**src/rtl/move_keypad.sv**
```systemverilog
// Two-player debounced cell-button encoder feeding the Dooz game controller.
// Optional MOVE_TURN_GATE_EN: presses are only accepted while the player's turn input is high.

// state    | meaning
// IDLE     | waiting for an exactly one-hot sample
// DEBOUNCE | counting identical samples of the captured button
// EMIT     | presenting the captured cell code
// RELEASE  | waiting for enough consecutive all-released samples
module move_keypad_fsm #(
  parameter int unsigned DEBOUNCE_CYCLES = 4,
  parameter int unsigned HOLD_CYCLES     = 2
) (
  input  logic       clk,
  input  logic       reset,
  input  logic [8:0] smp,
  input  logic       turn,
  output logic [3:0] code,
  output logic       press
);
  localparam logic [7:0] DB_CNT   = 8'(DEBOUNCE_CYCLES);
  localparam logic [7:0] HOLD_CNT = 8'(HOLD_CYCLES);

  typedef enum logic [1:0] {IDLE, DEBOUNCE, EMIT, RELEASE} state_e;

  state_e     state_q, state_d;
  logic [7:0] cnt_q, cnt_d;
  logic [3:0] cap_q, cap_d;
  logic [3:0] code_q, code_d;
  logic       press_q, press_d;
  logic       turn_ok;
  logic       smp_onehot;
  logic [3:0] smp_cell;
  logic [8:0] cap_vec;

`ifdef MOVE_TURN_GATE_EN
  assign turn_ok = turn;
`else
  logic unused_turn;
  assign unused_turn = turn;
  assign turn_ok     = 1'b1;
`endif

  always_comb begin
    smp_onehot = ($countones(smp) == 1);
    smp_cell   = 4'd0;
    for (int k = 0; k < 9; k++) begin
      if (smp[k]) smp_cell = 4'(k + 1);
    end
    cap_vec = 9'd1 << (cap_q - 4'd1);
  end

  always_comb begin
    state_d = state_q;
    cnt_d   = cnt_q;
    cap_d   = cap_q;
    code_d  = 4'd0;
    press_d = 1'b0;
    case (state_q)
      IDLE: begin
        if (smp_onehot && turn_ok) begin
          cap_d   = smp_cell;
          cnt_d   = 8'd1;
          state_d = DEBOUNCE;
        end
      end
      DEBOUNCE: begin
        if (smp != cap_vec || !turn_ok) begin
          cnt_d   = 8'd0;
          state_d = IDLE;
        end else if (cnt_q == DB_CNT) begin
          cnt_d   = 8'd1;
          code_d  = cap_q;
          press_d = 1'b1;
          state_d = EMIT;
        end else begin
          cnt_d = cnt_q + 8'd1;
        end
      end
      EMIT: begin
        if (cnt_q == HOLD_CNT) begin
          cnt_d   = 8'd0;
          state_d = RELEASE;
        end else begin
          cnt_d  = cnt_q + 8'd1;
          code_d = cap_q;
        end
      end
      RELEASE: begin
        // any bounce back to pressed restarts the release window
        if (smp != 9'd0) begin
          cnt_d = 8'd0;
        end else if (cnt_q + 8'd1 == DB_CNT) begin
          cnt_d   = 8'd0;
          state_d = IDLE;
        end else begin
          cnt_d = cnt_q + 8'd1;
        end
      end
      default: begin
        cnt_d   = 8'd0;
        state_d = IDLE;
      end
    endcase
  end

  always_ff @(posedge clk) begin
    if (reset) begin
      state_q <= IDLE;
      cnt_q   <= 8'd0;
      cap_q   <= 4'd0;
      code_q  <= 4'd0;
      press_q <= 1'b0;
    end else begin
      state_q <= state_d;
      cnt_q   <= cnt_d;
      cap_q   <= cap_d;
      code_q  <= code_d;
      press_q <= press_d;
    end
  end

  assign code  = code_q;
  assign press = press_q;
endmodule

module move_keypad #(
  parameter int unsigned DEBOUNCE_CYCLES = 4,
  parameter int unsigned HOLD_CYCLES     = 2
) (
  input  logic       clk,
  input  logic       reset,
  input  logic [8:0] btnA,
  input  logic [8:0] btnB,
  input  logic       turnA,
  input  logic       turnB,
  output logic [3:0] p1,
  output logic [3:0] p2,
  output logic       pressA,
  output logic       pressB
);
  logic [8:0] sa_q, sa_d;
  logic [8:0] sb_q, sb_d;

  always_comb begin
    sa_d = btnA;
    sb_d = btnB;
  end

  always_ff @(posedge clk) begin
    if (reset) begin
      sa_q <= 9'd0;
      sb_q <= 9'd0;
    end else begin
      sa_q <= sa_d;
      sb_q <= sb_d;
    end
  end

  move_keypad_fsm #(
    .DEBOUNCE_CYCLES(DEBOUNCE_CYCLES),
    .HOLD_CYCLES    (HOLD_CYCLES)
  ) u_fsm_a (
    .clk  (clk),
    .reset(reset),
    .smp  (sa_q),
    .turn (turnA),
    .code (p1),
    .press(pressA)
  );

  move_keypad_fsm #(
    .DEBOUNCE_CYCLES(DEBOUNCE_CYCLES),
    .HOLD_CYCLES    (HOLD_CYCLES)
  ) u_fsm_b (
    .clk  (clk),
    .reset(reset),
    .smp  (sb_q),
    .turn (turnB),
    .code (p2),
    .press(pressB)
  );
endmodule
```
**config.mk**
```make
export PLATFORM = sky130hd
export DESIGN_NAME = move_keypad
export DESIGN_NICKNAME = d
export VERILOG_FILES = /design/src/rtl/move_keypad.sv
export SDC_FILE = /design/constraint.sdc
export NUM_CORES = 1
export LEC_CHECK = 0
export BUFFER_PORTS_ARGS = -buffer_cell sky130_fd_sc_hd__buf_4
export CAP_MARGIN = 20
export CORE_ASPECT_RATIO = 1.25
export CORE_MARGIN = 2
export CORE_UTILIZATION = 35
export DETAILED_ROUTE_END_ITERATION = 16
export GPL_TIMING_DRIVEN = 0
export HOLD_SLACK_MARGIN = 0.03
export MAX_ROUTING_LAYER = met4
export PLACE_DENSITY = 0.6
export SLEW_MARGIN = 0
export SYNTH_ARGS = -nofsm -noshare
export SYNTH_HDL_FRONTEND = slang
export SYNTH_SLANG_ARGS = --single-unit
export TNS_END_PERCENT = 20
```
**constraint.sdc**
```tcl
create_clock -name clk -period 3.98 [get_ports clk]
set_clock_uncertainty 0.1 [all_clocks]
set_input_delay 0.199 -clock clk [delete_from_list [all_inputs] [get_ports clk]]
set_output_delay 0.199 -clock clk [all_outputs]
set_load 0.02 [all_outputs]
```
Yosys cells after proc, flatten, opt, wreduce, memory -nomap -nowiden
Cells that the tools add are included.
{"block": "classes", "addsub": 20, "multipliers": 0, "div": 0, "magnitude_cmp": 0, "eq_ne": 26, "shifts": 2, "muxes": 56, "bitwise_logic": 2, "n_reduce_logical": 10}
{"operator": "$add 32x32->32", "n": 6}
{"operator": "$mux 8", "n": 12}
{"operator": "$mux 4", "n": 22}
{"operator": "$add 32x1->32", "n": 2}
{"operator": "$eq 32x2->1 const B", "n": 2}
{"operator": "$pmux 8 s4", "n": 2}
{"operator": "$eq 8x3->1 const B", "n": 4}
{"operator": "$mux 2", "n": 12}
{"operator": "$ne 9x9->1", "n": 2}
{"operator": "$reduce_bool 9->1", "n": 2}
{"operator": "$shl 1x4->9 const A", "n": 2}
{"operator": "$add 1x1->2", "n": 8}
{"operator": "$add 8x1->8 const B", "n": 2}
{"operator": "$eq 8x2->1 const B", "n": 2}
{"operator": "$pmux 2 s4", "n": 2}
{"operator": "$pmux 4 s2", "n": 2}
{"operator": "$ne 2x1->1 const B", "n": 6}
{"operator": "$reduce_and 5->1", "n": 2}
{"operator": "$eq 2x2->1 const B", "n": 4}
{"operator": "$sub 4x1->4 const B", "n": 2}
{"operator": "$ne 3x1->1 const B", "n": 2}
{"operator": "$reduce_or 3->1", "n": 2}
{"operator": "$eq 2x1->1 const B", "n": 2}
{"operator": "$logic_not 2->1", "n": 2}
{"operator": "other kinds (4)", "n": 10}
{"block": "totals", "regBits": 56, "latchBits": 0, "mem_bits_rw": 0, "rom_bits": 0, "in_bits": 22, "out_inout_bits": 10, "word_cells": 128, "mem_count": 0}

Logic depth before layout (Yosys ltp)
Gate-level depths: netlist of the first run.
{"block": "depth", "word_depth": 9, "ltp_mapped": 15}

Modules after synthesis
Synthesis of the first run repeated with hierarchy kept, for this count alone.
{"block": "hier_totals", "cells_unflattened": 419, "area_unflattened_um2": 3668.5}
{"mod": "move_keypad_fsm (u_fsm_a)", "instances": 1, "cells_per_inst": 187, "area_each_um2": 1609.0, "seq_area_each_um2": 380.4}
{"mod": "move_keypad_fsm (u_fsm_b)", "instances": 1, "cells_per_inst": 195, "area_each_um2": 1570.3, "seq_area_each_um2": 380.4}
{"mod": "move_keypad", "instances": 1, "cells_per_inst": 37, "area_each_um2": 489.2, "seq_area_each_um2": 360.3}

Worst setup path before layout of the first run
No wires, ideal clock.
{"block": "synth_timing", "kind": "register -> register", "startpoint": "register sb_q[1]", "endpoint": "register u_fsm_b.cnt_q[5]", "setup_ns": 0.087, "arrival_time_ns": 3.232, "required_ns": 3.793, "setup_slack_ns": 0.561, "stages_incl_launch_ff": 16, "n_path_buf": 0, "synth_period_minus_slack_ns": 3.419, "path_cell_list": "dfxtp_1 inv_1 ha_1 inv_1 fa_1 inv_1 fa_1 ha_1 inv_1 fa_1 and4b_1 nand2b_1 nor2_1 a22oi_1 a21boi_1 o31ai_1"}
{"block": "synth_via", "elab_chain_cells": 6}
{"item": "start: declaration", "line_no": "142", "source": "logic [8:0] sb_q, sb_d;"}
{"item": "start signal: assignment", "line_no": "152", "source": "sb_q <= 9'd0;"}
{"item": "start signal: assignment", "line_no": "155", "source": "sb_q <= sb_d;"}
{"item": "$add 1x1->2 (implied by the code)", "line_no": "44", "source": "smp_onehot = ($countones(smp) == 1);"}
{"item": "$add 32x32->32 (implied by the code) (2 in series)", "line_no": "44"}
{"item": "$add 32x1->32 (implied by the code)", "line_no": "44"}
{"item": "$eq 32x2->1", "line_no": "44"}
{"item": "$ne 2x1->1 (no line)"}
{"item": "end signal: assignment", "line_no": "115", "source": "cnt_q <= cnt_d;"}
{"item": "end: declaration", "line_no": "26", "source": "logic [7:0] cnt_q, cnt_d;"}
Parallel ways exist; a longest one is shown, timed or not.
A chain may end at the register's enable or synchronous reset.

Worst setup path after layout of the first run
{"block": "layout_timing", "startpoint": "register sb_q[2]", "endpoint": "register u_fsm_b.cnt_q[5]"}
Same word-level chain as after synthesis.

==> results of run 1 <==
==> through the flow <==
stage	worst slack, ns	hold slack, ns
after global placement	0.141	0.308
after floorplan	0.561	0.227
after detailed placement	0.0704	0.314
final	0.213	0.351
after global routing	0.0127	0.376
after CTS	0.0740	0.345
==> state kept, by name (all words and copies together), names as in the netlist, named ones only <==
signal	flops
sb_q	9
u_fsm_a.state_q	1
u_fsm_b.press	1
sa_q	9
u_fsm_a.code	4
u_fsm_b.cap_q	4
u_fsm_b.cnt_q	8
u_fsm_b.state_q	1
u_fsm_a.cnt_q	8
u_fsm_a.cap_q	4
u_fsm_a.press	1
u_fsm_b.code	4
==> placed cells by master, fill, tap and decap left out, drive strengths merged, types with 2 or more instances in the layout <==
| master | n |
|---|---|
| o21ai | 20 |
| nor4b | 7 |
| o41ai | 4 |
| o21a | 2 |
| a2111oi | 3 |
| o211a | 2 |
| clkbuf | 14 |
| a211oi | 6 |
| xor2 | 5 |
| nor3 | 10 |
| inv | 53 |
| nand3 | 13 |
| buf | 36 |
| a31oi | 4 |
| o31ai | 6 |
| o32ai | 2 |
| o2111ai | 2 |
| and3b | 2 |
| and3 | 8 |
| nor4 | 7 |
| xnor2 | 5 |
| nand2b | 5 |
| a21oi | 10 |
| ha | 34 |
| fa | 10 |
| dfxtp | 56 |
| nor4bb | 4 |
| nor2 | 36 |
| nand4 | 3 |
| or4 | 2 |
| and2 | 2 |
| o211ai | 4 |
| nor2b | 27 |
| nor3b | 9 |
| dlygate4sd3 | 18 |
| a41oi | 3 |
| and4b | 3 |
| nand2 | 20 |
==> worst register-to-register path: cells and delay by family, from the launching register on <==
family | cells | cell delay, ns
fa+ha+maj | 5 | 1.76
compound gates | 3 | 0.36
flops | 1 | 0.48
buf+inv | 4 | 0.28
simple gates | 3 | 0.70
==> worst max path at each step <==
stage | depth (start not counted) | end | slack, ns
floorplan | 15 | u_fsm_b.cnt_q[5]$_SDFFE_PP0P_ | 0.56
global route | 11 | u_fsm_a.cap_q[1]$_SDFFE_PP0P_ | 0.01
finish | 15 | u_fsm_b.cnt_q[5]$_SDFFE_PP0P_ | 0.21
detailed placement | 15 | u_fsm_b.cnt_q[5]$_SDFFE_PP0P_ | 0.07
CTS | 15 | u_fsm_b.cnt_q[5]$_SDFFE_PP0P_ | 0.07
global placement | 15 | u_fsm_b.cnt_q[5]$_SDFFE_PP0P_ | 0.14
==> cells by family (layout without fill, tap and decap cells) <==
group / after synthesis / count (layout) / synth area share (%)
AOI/OAI and AO/OA: 80 / 80 / 16.1
xor gates and xnor gates: 10 / 10 / 2.35
adders and majority gates: 44 / 44 / 16.8
buffers and inverters: 68 / 122 / 7.58
DFF: 56 / 56 / 30.1
muxes: 1 / 1 / 0.268
and+or+nand+nor: 163 / 163 / 26.8
==> metal layers <==
layer	vias up	track usage [%]
met5	-	-
li1	1579	-
met4	0	6.60
met1	1462	18.4
met2	69	28.7
met3	18	2.47
==> power by group through the flow <==
stage               combinational (mW)  sequential [mW]  clock [mW]
finish                           0.601            0.669       0.456
CTS                              0.597            0.668       0.472
global placement                 0.568            0.679           0
floorplan                        0.449            0.663           0
global route                     0.678            0.676       0.497
detailed placement               0.578            0.681           0
==> final cells by class <==
class / count / area [sq um] / share of cell area (%)
multi-input combinational: 298 / 2330 / 52.4
sequential: 56 / 1130 / 25.3
timing repair buffer: 46 / 390 / 8.79
inverter: 51 / 191 / 4.31
tap: 132 / 165 / 3.72
clock buffer: 5 / 125 / 2.82
buffer: 17 / 91.3 / 2.06
clock inverter: 3 / 25.0 / 0.563
==> what timing repair did <==
item	4_1_cts	5_1_grt
gates resized for setup	0	6
setup endpoints to repair	0	6
hold endpoints to repair	18	0
hold buffers	18	0
==> flow_metrics.env, run 1 <==
export IMPL_hold_path_startpoint="reset"
export IMPL_globalRouteOverflowTotal=0
export IMPL_final_design_area_no_fill_sq_um=4440
export IMPL_detailroute_wirelength_met3_um=237
export IMPL_worstPathBufferInverterCount=4
export IMPL_synth_warnings=0
export IMPL_placedCellCount=582
export IMPL_power_static_leakage_nw=1.77
export IMPL_clk_tree_root_cell="sky130_fd_sc_hd__clkbuf_16"
export IMPL_clk_insertion_delay_late_ns=0.30
export IMPL_synth_edff_count=0
export IMPL_final_period_minus_worst_setup_slack_ns=3.77
export IMPL_total_nets_final=541
export IMPL_reported_net_switching_power_mw=0.628
export IMPL_dieWidth_um=96.3
export IMPL_seq_power_share_pct=38.7
export IMPL_mappedNetlistNets=488
export IMPL_finalSetupTns_ns=0
export IMPL_synth_lib_cells_used_distinct=72
export IMPL_worst_slew_pin_transition_ns=0.810
export IMPL_synth_area_per_cell_sq_um=8.84
export IMPL_post_synth_top_area_fraction_pct=30.1
export IMPL_ys_seq_elements=56
export IMPL_critical_path_most_common_cell="sky130_fd_sc_hd__inv_1"
export IMPL_power_share_switching_pct=36.4
export IMPL_ctsLongestPathBuffers=2
export IMPL_worst_ir_drop_vdd_v=0.000220
export IMPL_number_of_cells_traversed_by_the_worst_hold_path=3
export IMPL_seq_area_frac_synth_pct=30.1
export IMPL_filler_cell_count=1046
export IMPL_tritoncts_num_sinks=56
export IMPL_fp_dieH_um=119
export IMPL_floorplan_core_area_sq_um=10500
export IMPL_highest_signal_layer="met4"
export IMPL_hold_path_end="u_fsm_a.cnt_q[1]$_SDFFE_PP0P_"
export IMPL_detailroute_wirelength_met2_um=4530
export IMPL_routed_via_count=3128
export IMPL_critPathArrivalTime_ns=3.88
export IMPL_dpl_instance_area_sq_um=4100
export IMPL_hold_path_class="primary input to register"
export IMPL_route_detailed_vias_per_inst=5.14
export IMPL_r2r_end="u_fsm_b.cnt_q[5]$_SDFFE_PP0P_"
export IMPL_internal_power_mw=1.10
export IMPL_place_hpwl_um=6650
export IMPL_m1WireLength_um=3600
export IMPL_yosys_area_top_type="sky130_fd_sc_hd__dfxtp_1"
export IMPL_cp_slowest_cell="sky130_fd_sc_hd__fa_1"
export IMPL_drt_pre_antenna_iters=4
export IMPL_clock_tree_htree_level_count=2
export IMPL_first_iter_violations=157
export IMPL_timing_critical_path_from="sb_q[2]$_SDFF_PP0_"
export IMPL_share_of_layout_cells_above_drive_strength_1_pct=14.1
export IMPL_setup_reg_to_reg_worst_slack_ns=0.21
export IMPL_finalHoldViolations=0
export IMPL_floorplan_die_area_sq_um=11500
export IMPL_synth_most_common_cell="sky130_fd_sc_hd__dfxtp_1"
export IMPL_worst_r2r_startpoint="sb_q[2]$_SDFF_PP0_"
export IMPL_area_growth_synth_to_final_pct=19.2
export IMPL_share_clk_of_total_power_pct=26.4
export IMPL_grt_pass1_wl_um=14500
export IMPL_post_route_period_util_pct=94.7
export IMPL_grt_start_max_net_pins=20
export IMPL_synth_top_cells_by_count="sky130_fd_sc_hd__dfxtp_1, sky130_fd_sc_hd__inv_1, sky130_fd_sc_hd__nor2_1, sky130_fd_sc_hd__ha_1, sky130_fd_sc_hd__nor2b_1"
export IMPL_maxSlewHeadroom_pct=45.3
export IMPL_synth_cell_area_sq_um=3730
export IMPL_run_status="completed"
export IMPL_worst_setup_path_type="register to register"
export IMPL_post_synth_inst_count=422
export IMPL_post_synth_main_area_contributors="sky130_fd_sc_hd__dfxtp_1, sky130_fd_sc_hd__ha_1, sky130_fd_sc_hd__fa_1"
export IMPL_antenna_found_initial=0
export IMPL_timing_final_setup_violations=0
export IMPL_timing_critical_path_max_delay_family="adder cells"
export IMPL_cts_inserted_buffers=5
export IMPL_timing_critical_path_slowest_cell_delay_ns=0.50
export IMPL_num_antenna_cells=0
export IMPL_post_cts_repair_setup_buffers=0
export IMPL_row_count=42
export IMPL_share_of_flip_flops_with_an_asynchronous_set_or_reset_after_synthesis_pct=0
export IMPL_critical_path_max_fanout=7
export IMPL_timing_critical_path_from_type="register"
export IMPL_initial_core_util_pct=35.5
export IMPL_final_core_utilization_pct=42.3
export IMPL_rsz0062_at_grt="no"
export IMPL_totalPowerFinal_mw=1.73
export IMPL_post_route_drc_count=0
export IMPL_max_cap_viol_count=0
export IMPL_wl_um=8610
export IMPL_num_io_pins=32
export IMPL_path_clk_slew_ns=0.08
export IMPL_vias_in_the_first_global_route=3055
export IMPL_antenna_violating_nets_post_route=0
export IMPL_layout_cells_non_filler=608
export IMPL_critPathCaptureType="register"
export IMPL_power_density_cell_area_nw_per_um2=389
export IMPL_fmax_mhz=265
export IMPL_worst_endpoint_required_ns=4.09
export IMPL_drv_slew=0
export IMPL_ff2ff_path_depth=15
export IMPL_tritoncts_clock_tree="built"
export IMPL_synth_flop_cell="sky130_fd_sc_hd__dfxtp_1"
export IMPL_last_weighted_congestion_value_of_the_routability_driven_placer=0.857
export IMPL_global_route_usage_total_pct=16.5
export IMPL_count_of_buffers_from_port_buffering=28
export IMPL_path_cells="inv_1 -> ha_1 -> inv_1 -> fa_1 -> inv_1 -> fa_1 -> ha_1 -> inv_1 -> fa_1 -> and4b_1 -> nand2b_1 -> nor2_2 -> a22oi_1 -> a21boi_1 -> o31ai_1"
export IMPL_average_detailed_routed_wire_length_per_instance_um=14.2
export IMPL_comb_power_share_pct=34.8
Power figures use the tool's default switching activity.
==> run 2, diff against run 1 <==
--- a/config.mk
+++ b/config.mk
@@ -5,6 +5,7 @@
 export SDC_FILE = /design/constraint.sdc
 export NUM_CORES = 1
 export LEC_CHECK = 0
+export ABC_AREA = 1
 export BUFFER_PORTS_ARGS = -buffer_cell sky130_fd_sc_hd__buf_4
 export CAP_MARGIN = 20
 export CORE_ASPECT_RATIO = 1.25
@@ -14,7 +15,7 @@
 export GPL_TIMING_DRIVEN = 0
 export HOLD_SLACK_MARGIN = 0.03
 export MAX_ROUTING_LAYER = met4
-export PLACE_DENSITY = 0.6
+export PLACE_DENSITY = 0.59
 export SLEW_MARGIN = 0
 export SYNTH_ARGS = -nofsm -noshare
 export SYNTH_HDL_FRONTEND = slang
==> run 2 against run 1 <==
  * Wire length increased by 9.3%
  * Sequential power is 5.5% higher
  * Worst setup slack better by 0.38 ns
  * Hold slack worse by 0.19 ns
  * Via count rose by 16%
  * Clock power is 4% lower
  * Global-route usage is 0.59 points higher
==> flow_metrics.env, run 2 <==
export IMPL_run_status="completed"
export IMPL_hold_path_startpoint="reset"
export IMPL_route_detailed_vias_per_inst=4.79
export IMPL_max_cap_viol_count=0
export IMPL_count_of_buffers_from_port_buffering=28
export IMPL_dpl_instance_area_sq_um=4210
export IMPL_floorplan_die_area_sq_um=11800
export IMPL_layout_setup_ws_ns=0.590
export IMPL_timing_final_setup_violations=0
export IMPL_maxSlewHeadroom_pct=59.5
export IMPL_initial_core_util_pct=36.1
export IMPL_antenna_violating_nets_post_route=0
export IMPL_post_synth_xor_area_fraction_pct=0.914
export IMPL_global_route_usage_total_pct=17.0
export IMPL_globalRouteOverflowTotal=0
export IMPL_grt_start_max_net_pins=17
export IMPL_wl_um=9410
export IMPL_worst_ir_drop_vdd_v=0.000273
export IMPL_final_design_area_no_fill_sq_um=4530
export IMPL_worst_slew_pin_transition_ns=0.607
export IMPL_timing_critical_path_from_type="register"
export IMPL_synth_lib_cells_used_distinct=24
export IMPL_final_period_minus_worst_setup_slack_ns=3.39
export IMPL_average_detailed_routed_wire_length_per_instance_um=12.4
export IMPL_synth_area_mux_share_pct=0
export IMPL_seq_area_frac_synth_pct=29.2
export IMPL_floorplan_core_area_sq_um=10600
export IMPL_compound_gate_fraction_of_synth_area_pct=6.66
export IMPL_layout_top_registers="sa_q x9, sb_q x9"
export IMPL_layout_cells_most_common_list="sky130_fd_sc_hd__nand2_1, sky130_fd_sc_hd__inv_1, sky130_fd_sc_hd__nor2_1"
export IMPL_drt_pre_antenna_iters=4
export IMPL_tritoncts_clock_tree="built"
export IMPL_dieWidth_um=97.6
export IMPL_fp_dieH_um=121
export IMPL_post_route_period_util_pct=85.2
export IMPL_placedCellCount=734
export IMPL_cp_slowest_cell="sky130_fd_sc_hd__fa_1"
export IMPL_mappedNetlistNets=640
export IMPL_cts_repair_resize_count=0
export IMPL_post_synth_main_area_contributors="sky130_fd_sc_hd__dfxtp_1, sky130_fd_sc_hd__nand2_1, sky130_fd_sc_hd__ha_1"
export IMPL_synth_most_common_cell="sky130_fd_sc_hd__nand2_1"
export IMPL_synth_edff_count=0
export IMPL_grt_pass1_wl_um=16000
export IMPL_worst_setup_path_type="register to register"
export IMPL_timing_critical_path_from="sb_q[0]$_SDFF_PP0_"
export IMPL_first_iter_violations=132
export IMPL_post_synth_and_or_nand_nor_area_fraction_pct=35.6
export IMPL_synth_cell_area_sq_um=3830
export IMPL_layout_cells_most_common="sky130_fd_sc_hd__nand2_1"
export IMPL_total_nets_final=693
export IMPL_critPathCaptureType="register"
export IMPL_row_count=42
export IMPL_dominant_combinational_cell_family_by_area_after_synthesis="simple AND/OR/NAND/NOR gates"
export IMPL_timing_critical_path_slowest_cell_delay_ns=0.56
export IMPL_num_io_pins=32
export IMPL_clk_tree_root_cell="sky130_fd_sc_hd__clkbuf_16"
export IMPL_path_cells="ha_1 -> fa_1 -> fa_1 -> ha_1 -> inv_1 -> fa_1 -> nand4_1 -> nor2_1 -> nand2_1 -> nor2_1 -> nand2_1 -> a21oi_1"
export IMPL_post_route_drc_count=0
export IMPL_multi_input_comb_area_sq_um=2280
export IMPL_preCtsSetupSlack_ns=0.578
export IMPL_routed_via_count=3636
export IMPL_post_synth_inst_count=574
export IMPL_synth_warnings=0
export IMPL_critical_path_most_common_cell="sky130_fd_sc_hd__fa_1"
export IMPL_layout_cells_non_filler=759
export IMPL_synth_top_cells_by_count="sky130_fd_sc_hd__nand2_1, sky130_fd_sc_hd__inv_1, sky130_fd_sc_hd__nor2_1, sky130_fd_sc_hd__dfxtp_1, sky130_fd_sc_hd__nand3_1"
export IMPL_place_hpwl_um=7350
export IMPL_ctsLongestPathBuffers=2
export IMPL_yosys_area_top_type="sky130_fd_sc_hd__dfxtp_1"
export IMPL_synth_flop_cell="sky130_fd_sc_hd__dfxtp_1"
export IMPL_clock_tree_htree_level_count=2
export IMPL_finalSetupTns_ns=0
export IMPL_layout_area_seq_sq_um=1120
export IMPL_critical_path_max_fanout=4
export IMPL_power_density_cell_area_nw_per_um2=419
export IMPL_post_synth_top_area_fraction_pct=29.2
export IMPL_drv_slew=0
export IMPL_post_cts_repair_setup_buffers=0
export IMPL_num_antenna_cells=0
export IMPL_vias_in_the_first_global_route=3583
export IMPL_worst_r2r_startpoint="sb_q[0]$_SDFF_PP0_"
export IMPL_cts_inserted_buffers=5
export IMPL_worst_endpoint_required_ns=4.10
export IMPL_synth_area_per_cell_sq_um=6.68
export IMPL_synth_adder_area_share_pct=16.3
export IMPL_share_of_flip_flops_with_an_asynchronous_set_or_reset_after_synthesis_pct=0
export IMPL_clk_insertion_delay_late_ns=0.30
export IMPL_last_weighted_congestion_value_of_the_routability_driven_placer=0.953
export IMPL_final_core_utilization_pct=42.6
export IMPL_fmax_mhz=295
export IMPL_area_growth_synth_to_final_pct=18.1
export IMPL_path_clk_slew_ns=0.07
export IMPL_critPathArrivalTime_ns=3.51
export IMPL_hold_path_class="primary input to register"
export IMPL_tritoncts_num_sinks=56
export IMPL_filler_cell_count=1099
export IMPL_ys_seq_elements=56
export IMPL_rsz0062_at_grt="no"
export IMPL_finalHoldViolations=0
export IMPL_share_of_layout_cells_above_drive_strength_1_pct=9.89
export IMPL_antenna_found_initial=0
export IMPL_power_static_leakage_nw=2.17
[run 2: changes by cell type in the layout (fill, tap and decap cells not counted), moves of 7 or more]
cell / change
sky130_fd_sc_hd__nor2_2: +9
sky130_fd_sc_hd__nor2b_1: -27
sky130_fd_sc_hd__nand4_1: +13
sky130_fd_sc_hd__nand3_1: +41
sky130_fd_sc_hd__inv_1: +54
sky130_fd_sc_hd__nor2_1: +36
sky130_fd_sc_hd__nand2_1: +114
sky130_fd_sc_hd__a21oi_1: +17
sky130_fd_sc_hd__nor3b_1: -7
[run 2: area by class of cell]
cell class / count / area share (%)
repair buffers: 46 / 8.62
flip-flops and latches: 56 / 24.8
clock buffers: 5 / 2.76
inverters: 110 / 9.12
clock inverters: 2 / 0.276
well taps: 132 / 3.65
plain buffers: 5 / 0.415
multi-input cells: 403 / 50.4
[run 2: path summary, 6_finish.rpt]
kind                              endpoint  slack [ns]  cells past startpoint
max reg2reg  u_fsm_b.cap_q[1]$_SDFFE_PP0P_        0.59                     12
max          u_fsm_b.cap_q[1]$_SDFFE_PP0P_        0.59                     12
min          u_fsm_a.cap_q[3]$_SDFFE_PP0P_        0.17                      2
min reg2reg  u_fsm_a.cnt_q[7]$_SDFFE_PP0P_        0.38                      2
[run 2: what timing repair did]
item                                    CTS  global route
endpoints found under the setup margin    0             0
hold endpoints to repair                 18             0
hold buffers                             18             0
[run 2: metrics by stage]
stage / power (mW) / hold slack (ns)
after floorplan: 1.25 / 0.206
after global placement: 1.45 / 0.299
after detailed placement: 1.46 / 0.306
after CTS: 1.91 / 0.164
after global routing: 2.07 / 0.219
final: 1.90 / 0.165
[run 2: kinds of logic after synthesis]
| group | after synthesis |
|---|---|
| AOI/OAI and AO/OA | 49 |
| xor gates and xnor gates | 4 |
| DFF | 56 |
| and+or+nand+nor | 306 |
| adders and majority gates | 44 |
| buffers and inverters | 115 |
[run 2: power by group]
part           internal, mW  total (mW)  switching [mW]
Combinational         0.255       0.754           0.499
Sequential            0.622       0.706          0.0846
Clock                 0.229       0.437           0.207
[run 2: metal layers]
| layer | part of all wire (%) | GRT usage (%) |
|---|---|---|
| met1 | 41 | 18.1 |
| met2 | 53 | 31.3 |
| met3 | 2.9 | 2.65 |
| met4 | 2.9 | 7.38 |
| met5 | 0 | - |
[run 2: critical path: cells and delay by family, from the launching register on]
family          cells  cell delay, ns
fa+ha+maj           5            1.93
simple gates        5            0.77
flops               1            0.35
compound gates      1            0.12
buf+inv             1            0.04
==> run 3, diff against run 2 <==
--- a/config.mk
+++ b/config.mk
@@ -15,9 +15,10 @@
 export GPL_TIMING_DRIVEN = 0
 export HOLD_SLACK_MARGIN = 0.03
 export MAX_ROUTING_LAYER = met4
-export PLACE_DENSITY = 0.59
+export PLACE_DENSITY = 0.6
 export SLEW_MARGIN = 0
 export SYNTH_ARGS = -nofsm -noshare
 export SYNTH_HDL_FRONTEND = slang
+export SYNTH_HIERARCHICAL = 1
 export SYNTH_SLANG_ARGS = --single-unit
-export TNS_END_PERCENT = 20
+export TNS_END_PERCENT = 100
==> run 3 against run 2 <==
  * Non-clock buffer count up 11
  * Fmax down 13%
  * Area after synthesis down 2.7%
  * Worst setup slack worse by 0.52 ns
  * Critical endpoint is now u_fsm_a/cnt_q[6]$_SDFFE_PP0P_
  * Power up 14%
  * Critical path depth up 2
  * Die area down 2.6%
==> flow_metrics.env, run 3 <==
export IMPL_run_status="completed"
export IMPL_dieWidth_um=96.3
export IMPL_post_synth_inst_count=556
export IMPL_path_clk_slew_ns=0.07
export IMPL_share_of_flip_flops_with_an_asynchronous_set_or_reset_after_synthesis_pct=0
export IMPL_synth_top_cells_by_count="sky130_fd_sc_hd__nand2_1, sky130_fd_sc_hd__inv_1, sky130_fd_sc_hd__nor2_1, sky130_fd_sc_hd__dfxtp_1, sky130_fd_sc_hd__nand3_1"
export IMPL_filler_cell_count=1116
export IMPL_vias_in_the_first_global_route=3274
export IMPL_dpl_instance_area_sq_um=4110
export IMPL_critPathCaptureType="register"
export IMPL_floorplan_die_area_sq_um=11500
export IMPL_worst_slew_pin_transition_ns=0.592
export IMPL_synth_cell_area_sq_um=3730
export IMPL_layout_top_registers="sa_q x9, sb_q x9"
export IMPL_fp_dieH_um=119
export IMPL_wl_um=8310
export IMPL_internal_power_mw=1.24
export IMPL_power_density_cell_area_nw_per_um2=467
export IMPL_fmax_mhz=256
export IMPL_hold_path_startpoint="reset"
export IMPL_timing_final_setup_violations=0
export IMPL_globalRouteOverflowTotal=0
export IMPL_finalHoldViolations=0
export IMPL_post_route_period_util_pct=98.2
export IMPL_cts_inserted_buffers=5
export IMPL_drv_slew=0
export IMPL_worst_ir_drop_vdd_v=0.000176
export IMPL_timing_critical_path_from_type="register"
export IMPL_global_route_usage_total_pct=15.6
export IMPL_maxSlewHeadroom_pct=60.5
export IMPL_synth_most_common_cell="sky130_fd_sc_hd__nand2_1"
export IMPL_total_nets_final=677
export IMPL_final_period_minus_worst_setup_slack_ns=3.91
export IMPL_synth_lib_cells_used_distinct=31
export IMPL_ctsLongestPathBuffers=2
export IMPL_power_static_leakage_nw=2.18
export IMPL_clk_tree_root_cell="sky130_fd_sc_hd__clkbuf_16"
export IMPL_synth_area_per_cell_sq_um=6.71
export IMPL_post_synth_top_area_fraction_pct=30.1
export IMPL_drt_pre_antenna_iters=4
export IMPL_last_weighted_congestion_value_of_the_routability_driven_placer=0.902
export IMPL_max_cap_viol_count=0
export IMPL_worst_endpoint_required_ns=4.11
export IMPL_post_route_drc_count=0
export IMPL_seq_area_frac_synth_pct=30.1
export IMPL_grt_start_max_net_pins=17
export IMPL_power_share_switching_pct=42.6
export IMPL_post_synth_main_area_contributors="sky130_fd_sc_hd__dfxtp_1, sky130_fd_sc_hd__nand2_1, sky130_fd_sc_hd__inv_1"
export IMPL_ys_seq_elements=56
export IMPL_initial_core_util_pct=35.5
export IMPL_timing_hold_ws_ns=0.0349
export IMPL_first_iter_violations=106
export IMPL_routed_via_count=3462
export IMPL_critPathArrivalTime_ns=4.03
export IMPL_antenna_found_initial=0
export IMPL_comb_power_share_pct=47.2
export IMPL_worst_setup_path_type="register to register"
export IMPL_hold_path_class="primary input to register"
export IMPL_row_count=42
export IMPL_timing_critical_path_from="sa_q[0]$_SDFF_PP0_"
export IMPL_count_of_buffers_from_port_buffering=29
export IMPL_layout_cells_most_common="sky130_fd_sc_hd__nand2_1"
export IMPL_share_of_layout_cells_above_drive_strength_1_pct=18.4
export IMPL_clk_insertion_delay_late_ns=0.29
export IMPL_area_growth_synth_to_final_pct=24.1
export IMPL_finalSetupTns_ns=0
export IMPL_yosys_area_top_type="sky130_fd_sc_hd__dfxtp_1"
export IMPL_synth_flop_cell="sky130_fd_sc_hd__dfxtp_1"
export IMPL_final_design_area_no_fill_sq_um=4630
export IMPL_rsz0062_at_grt="yes"
export IMPL_clock_tree_htree_level_count=2
export IMPL_share_clk_of_total_power_pct=20.0
export IMPL_floorplan_core_area_sq_um=10500
export IMPL_num_antenna_cells=0
export IMPL_tritoncts_clock_tree="built"
export IMPL_mappedNetlistNets=612
export IMPL_antenna_violating_nets_post_route=0
export IMPL_average_detailed_routed_wire_length_per_instance_um=11.0
export IMPL_layout_cells_most_common_list="sky130_fd_sc_hd__nand2_1, sky130_fd_sc_hd__inv_1, sky130_fd_sc_hd__nor2_1"
export IMPL_grt_pass1_wl_um=14100
export IMPL_route_detailed_vias_per_inst=4.60
export IMPL_seq_power_share_pct=32.8
export IMPL_synth_edff_count=0
export IMPL_tritoncts_num_sinks=56
export IMPL_worst_r2r_startpoint="sa_q[0]$_SDFF_PP0_"
export IMPL_critical_path_max_fanout=8
export IMPL_reported_net_switching_power_mw=0.920
export IMPL_num_io_pins=32
export IMPL_totalPowerFinal_mw=2.16
export IMPL_place_hpwl_um=6620
export IMPL_synth_warnings=6
-- run 3: final cells by class --
cell class | instances | area (sq um) | area share (%)
clock buffer | 5 | 125 | 2.70
multi-input combinational | 402 | 2320 | 50.1
tap | 132 | 165 | 3.57
clock inverter | 2 | 12.5 | 0.270
buffer | 4 | 33.8 | 0.730
timing repair buffer | 58 | 484 | 10.5
sequential | 56 | 1120 | 24.3
inverter | 94 | 363 | 7.84
-- run 3: what timing repair did --
item                                    in CTS  in global routing
pin swaps                                    2                 10
endpoints found under the setup margin      19                 22
hold endpoints to repair                    18                  0
gates resized for setup                     11                 27
gates cloned                                 0                  0
hold buffers                                18                  0
buffers inserted                             0                 11
-- run 3: layer usage --
layer  global-route usage (%)  share of wire (%)  vias up
met5                        -                  0        -
met4                     5.90                1.9        0
met3                     2.66                3.2       12
met2                     26.1                 49       43
met1                     18.6                 46     1535
li1                         -                  -     1872
-- run 3: power groups by stage --
stage	registers, mW	logic, mW	clock network, mW
floorplan	0.704	0.649	0
global placement	0.719	0.835	0
detailed placement	0.720	0.847	0
CTS	0.708	0.903	0.446
global route	0.720	1.15	0.469
finish	0.709	1.02	0.432
-- run 3: worst paths after layout --
| check | to | slack [ns] | cells past startpoint |
|---|---|---|---|
| max | u_fsm_a/cnt_q[6]$_SDFFE_PP0P_ | 0.07 | 14 |
| min | u_fsm_a/cap_q[3]$_SDFFE_PP0P_ | 0.03 | 2 |
| max reg2reg | u_fsm_a/cnt_q[6]$_SDFFE_PP0P_ | 0.07 | 14 |
| min reg2reg | u_fsm_a/cnt_q[7]$_SDFFE_PP0P_ | 0.38 | 2 |
-- run 3: stage by stage --
step           utilization (%)  instances  setup WS, ns
2_1_floorplan                -        556        0.0426
3_3_place_gp              39.1        717        -0.454
3_5_place_dp              39.1        717        -0.483
4_1_cts                   42.5        742        0.0192
5_1_grt                   44.0        753       -0.0707
6_report                  44.0        753        0.0723
-- run 3: kinds of logic after synthesis --
logic type,share of synthesized area (%)
buf+inv,10.4
simple gates,36.0
compound gates,8.05
fa+ha+maj,13.4
xor+xnor,2.11
flops,30.1
-- run 3: worst max-delay path, cell delays in order, from the launching register on --
cell,delay (ns)
sky130_fd_sc_hd__dfxtp_2,0.35
sky130_fd_sc_hd__inv_2,0.06
sky130_fd_sc_hd__fa_1,0.56
sky130_fd_sc_hd__fa_1,0.43
sky130_fd_sc_hd__fa_1,0.46
sky130_fd_sc_hd__fa_2,0.36
sky130_fd_sc_hd__fa_1,0.49
sky130_fd_sc_hd__inv_1,0.05
sky130_fd_sc_hd__nor3_2,0.20
sky130_fd_sc_hd__nand2_1,0.13
sky130_fd_sc_hd__nand2_2,0.13
sky130_fd_sc_hd__clkinv_4,0.08
sky130_fd_sc_hd__nor2_4,0.21
sky130_fd_sc_hd__nand3_1,0.11
sky130_fd_sc_hd__a21oi_1,0.13
